--- src/rtl/sha256_msg_schedule.sv ---
// SHA-256 message-schedule generator: loads one padded 512-bit block and streams
// W_0..W_63 one word per clock from a 16-word sliding window, stallable by hold.
module sha256_msg_schedule (
    input  logic         clk,
    input  logic         rst,
    input  logic         start,
    input  logic [511:0] block_in,
    input  logic         hold,
    output logic [31:0]  w_out,
    output logic [5:0]   t_out,
    output logic         w_valid,
    output logic         first,
    output logic         busy,
    output logic         done
);

    typedef enum logic [1:0] {IDLE, RUN, DONE} state_t;

    state_t      state, state_nxt;
    logic [31:0] win [16];
    logic [5:0]  t;
    logic        advance;
    logic        load;
    logic [31:0] new_word;

    function automatic logic [31:0] sig0(input logic [31:0] x);
        return {x[6:0], x[31:7]} ^ {x[17:0], x[31:18]} ^ (x >> 3);
    endfunction

    function automatic logic [31:0] sig1(input logic [31:0] x);
        return {x[16:0], x[31:17]} ^ {x[18:0], x[31:19]} ^ (x >> 10);
    endfunction

    // win[k] holds W_{t+k}, so the recurrence taps for W_{t+16} sit at fixed slots.
    assign new_word = sig1(win[14]) + win[9] + sig0(win[1]) + win[0];

    always_comb begin
        state_nxt = state;
        advance   = 1'b0;
        load      = 1'b0;
        w_valid   = 1'b0;
        first     = 1'b0;
        busy      = 1'b0;
        done      = 1'b0;
        case (state)
            IDLE: begin
                if (start) begin
                    load      = 1'b1;
                    state_nxt = RUN;
                end
            end
            RUN: begin
                busy    = 1'b1;
                w_valid = ~hold;
                first   = ~hold & (t == 6'd0);
                if (!hold) begin
                    advance = 1'b1;
                    if (t == 6'd63) state_nxt = DONE;
                end
            end
            DONE: begin
                busy      = 1'b1;
                done      = 1'b1;
                state_nxt = IDLE;
            end
            default: state_nxt = IDLE;
        endcase
    end

    always_ff @(posedge clk or posedge rst) begin
        if (rst) begin
            state <= IDLE;
            t     <= 6'd0;
            for (int i = 0; i < 16; i++) win[i] <= 32'd0;
        end else begin
            state <= state_nxt;
            if (load) begin
                t <= 6'd0;
                for (int i = 0; i < 16; i++) win[i] <= block_in[511 - 32*i -: 32];
            end else if (advance) begin
                // t wraps 63 -> 0 on the final advance into DONE.
                t <= t + 6'd1;
                for (int i = 0; i < 15; i++) win[i] <= win[i+1];
                win[15] <= new_word;
            end
        end
    end

    assign w_out = win[0];
    assign t_out = t;

endmodule

--- config.mk ---
export PLATFORM = sky130hd
export DESIGN_NAME = sha256_msg_schedule
export DESIGN_NICKNAME = d
export VERILOG_FILES = /design/src/rtl/sha256_msg_schedule.sv
export SDC_FILE = /design/constraint.sdc
export NUM_CORES = 2
export LEC_CHECK = 0
export CORE_UTILIZATION = 53
export CTS_CLUSTER_DIAMETER = 30
export DETAILED_ROUTE_END_ITERATION = 8
export GPL_ROUTABILITY_DRIVEN = 0
export PLACE_DENSITY = 0.82
export SETUP_SLACK_MARGIN = 0.1
export SYNTH_ARGS = -nofsm -noshare
export SYNTH_HDL_FRONTEND = slang
export SYNTH_SLANG_ARGS = --single-unit
--- constraint.sdc ---
create_clock -name clk -period 20.1 [get_ports clk]
set_clock_uncertainty 0.15 [all_clocks]
set_input_delay 4.02 -clock clk [delete_from_list [all_inputs] [get_ports clk]]
set_output_delay 4.02 -clock clk [all_outputs]
set_load 0.05 [all_outputs]
==> impl_metrics.yaml <==
global_routing:
  antenna_found_initial: 25
  grt_max_degree: 275
  gr-usage-met1: 0.495
  grt_pass1_wl_microns: 151000
  grt-ovfl-total: 0
  top_usage_layer: "met2"
  grt.met2_usage: 0.561
  grt_pass1_vias: 25281
  track_usage: 0.377
  met3_usage: 0.0971
placement:
  dp_hpwl_microns: 71800
  numPortBuffers: 557
logic_synthesis:
  synth_cell_types: 59
  ys_seq_area_frac: 0.466
  synth.ff_latch_count: 520
  synth_xor_area_frac: 0.0458
  synth_warnings: 0
  synthArstFlopShare: 1.00
  synth_ff_type: "dfrtp_1"
  syn_inst: 3430
  synthesis.nets: 4045
  synth_fa_ha_area_frac: 0.0610
  synthMuxAreaShare: 0.00220
  synth_area_sq_um: 27900
  synth_compound_area_frac: 0.145
  synth_edf_count: 0
  synthSimpleGateAreaFrac: 0.215
  avgSynthCellArea_sq_um: 8.14
  synth_top_family_by_area: "simple AND/OR/NAND/NOR gates"
route:
  drt_iter0_drc: 3703
  viasPerCell: 5.85
  via_count: 26892
  drt.antenna.violating_nets: 0
  route.detailed.drc: 0
  avgRoutedWirePerCell_microns: 22.3
  drt_first_pass_iters: 7
  drt-total-wl_microns: 103000
job:
  drv_cap: 0
cts:
  htreeDepth: 3
  path_clk_slew_ps: 50
  cts_buffer_depth: 3
  holdBufCountCts: 0
  cts_buffers: 109
  cts_setup_buffers: 0
  clock-sinks: 520
  cts_root_buf: "clkbuf_16"
  clock_latency_ps: 660
  tritoncts: "done"
  cts_resized: 0
critical_path:
  cpLargestDelayFamily: "buffers and inverters"
  path_common_cell: "clkdlybuf4s50_1"
  cp_cell_sequence: "clkdlybuf4s50_1 > nand2b_1 > inv_1 > clkdlybuf4s50_1"
  reg2reg_from: "state[0]"
  slowest_stage: "clkdlybuf4s50_1"
  r2r_slack_ps: 14710
  critPathKind: "input port to output port"
  start_kind: "input port"
  worst-endpoint-required_ps: 15930
  cp.buffers_inverters: 3
  reg2reg_to: "win[335]"
  critical_path_arrival_ps: 6500
  path_max_fanout: 22
  rr_worst_depth: 9
  max_stage_delay_ps: 810
  crit_path_end_kind: "output port"
die:
  die_area_sq_um: 53600
  die_x_microns: 232
  core_area_sq_um: 51700
  die_y_microns: 232
  start_util: 0.540
  io_pins: 558
  num_rows: 83
timing:
  setup_tns_ps: 0
  max_slew.worst_pin.slew_ps: 1200
  post-route-period-util: 0.531
  maxSlewHeadroom: 0.200
  period_needed_ps: 10670
  drv_slew: 0
  finalSetupViolCount: 0
  max_clock_freq_mhz: 93.7
  hold_violations: 0
  rsz0062_at_grt: "false"
min_path:
  hp-class: "flop to flop"
  min_to: "win[356]"
  min_from: "win[324]"
  hold_path_depth: 2
finish:
  syn_to_final_growth_pct: 33.1
  layout-drive-gt1-share: 0.0581
  nets: 4415
run_status:
  outcome: "completed"
[synth_stat cells, drive strengths merged, types with 2 or more instances]
library cell	instances	area (sq um)
dfrtp	520	13000
nand2	1008	3780
nor4	5	37.5
a211oi	7	80.1
nand4	8	50.1
and2	5	31.3
a31oi	487	3050
a21o	7	52.6
a21boi	2	15.0
nor3	5	25.0
o22ai	3	18.8
a41oi	3	26.3
inv	130	488
a21oi	58	294
xor2	58	508
xnor2	88	771
mux2i	5	50.1
o21bai	8	60.1
o31ai	3	27.5
o211ai	2	15.0
and3	4	25.0
or3	3	18.8
nor2b	2	12.5
o21ai	41	209
a22oi	10	75.1
nand3	6	35.0
o221ai	3	26.3
nor2	522	1960
clkbuf	251	943
fa	62	1240
a221o	2	20.0
ha	37	463
buf	63	370
[routing by layer]
| metal | vias up | share of wire |
|---|---|---|
| li1 | 12052 | - |
| met1 | 12881 | 0.39 |
| met2 | 1632 | 0.45 |
| met3 | 321 | 0.11 |
| met4 | 6 | 0.062 |
| met5 | - | 0.00038 |
[area by class of cell]
class                           count  area, sq um
Antenna cell                       24         60.1
Clock buffer                      129         2910
Clock inverter                     72          935
Fill cell                        3743        14600
Inverter                          131          499
Multi-Input combinational cell   2465        13100
Sequential cell                   520        13000
Tap cell                          680          851
Timing Repair Buffer              573         5770
[cell families (layout without fill, tap and decap cells)]
group | count (synthesis) | count (layout)
muxes | 6 | 6
xor gates and xnor gates | 146 | 146
buffers and inverters | 445 | 905
adders and majority gates | 99 | 99
AOI/OAI and AO/OA | 643 | 643
other | 0 | 24
DFF | 520 | 520
and+or+nand+nor | 1571 | 1571
[per-stage QoR]
stage / util / hold WS, ps / cells / worst slack (ps) / area [sq um]
finish: 0.718 / 363 / 4594 / 9430 / 37200
global route: 0.718 / 382 / 4588 / 9310 / 37100
CTS: 0.717 / 368 / 4570 / 9420 / 37100
detailed placement: 0.643 / 355 / 4369 / 9480 / 33200
global placement: 0.643 / 343 / 4369 / 9520 / 33200
floorplan: - / 322 / 3430 / 1400 / 27900
[placed cells by master (no fill, tap or decap), types with 9 or more instances in the layout]
master / synthesis / layout
a22oi_1: 10 / 10
nand2_1: 1008 / 1006
inv_6: 0 / 13
ha_1: 37 / 37
xnor2_1: 88 / 88
nor2_1: 521 / 521
o21ai_0: 29 / 29
clkbuf_16: 0 / 110
clkinv_2: 0 / 22
clkbuf_8: 0 / 9
o21ai_1: 11 / 11
xor2_1: 58 / 58
a21oi_1: 57 / 57
diode_2: 0 / 24
clkbuf_1: 250 / 10
buf_4: 32 / 10
a31oi_1: 486 / 486
bufinv_16: 0 / 17
clkinvlp_4: 0 / 9
dfrtp_1: 520 / 520
clkdlybuf4s50_1: 0 / 557
inv_1: 130 / 129
fa_1: 62 / 62
[worst min-delay path, cell delays in order (launching register included)]
cell and delay, ps:
dfrtp_1 370, nand2_1 60, a31oi_1 70
[registers in the layout, summed over array words and instances, names as in the netlist]
name,cells
state,2
t_out,6
w_out,32
win,480
[worst max-delay path by stage]
stage	startpoint	endpoint	slack [ps]	depth (start not counted)
2_1_floorplan	rst	state[0]	1400	1
6_report	hold	w_valid	9430	4
3_3_place_gp	hold	w_valid	9520	4
5_1_grt	hold	w_valid	9310	4
3_5_place_dp	hold	w_valid	9480	4
4_1_cts	hold	w_valid	9420	4
Power is not shown: default switching activity piles up to over one toggle a cycle in this logic, so the estimate is an artifact.
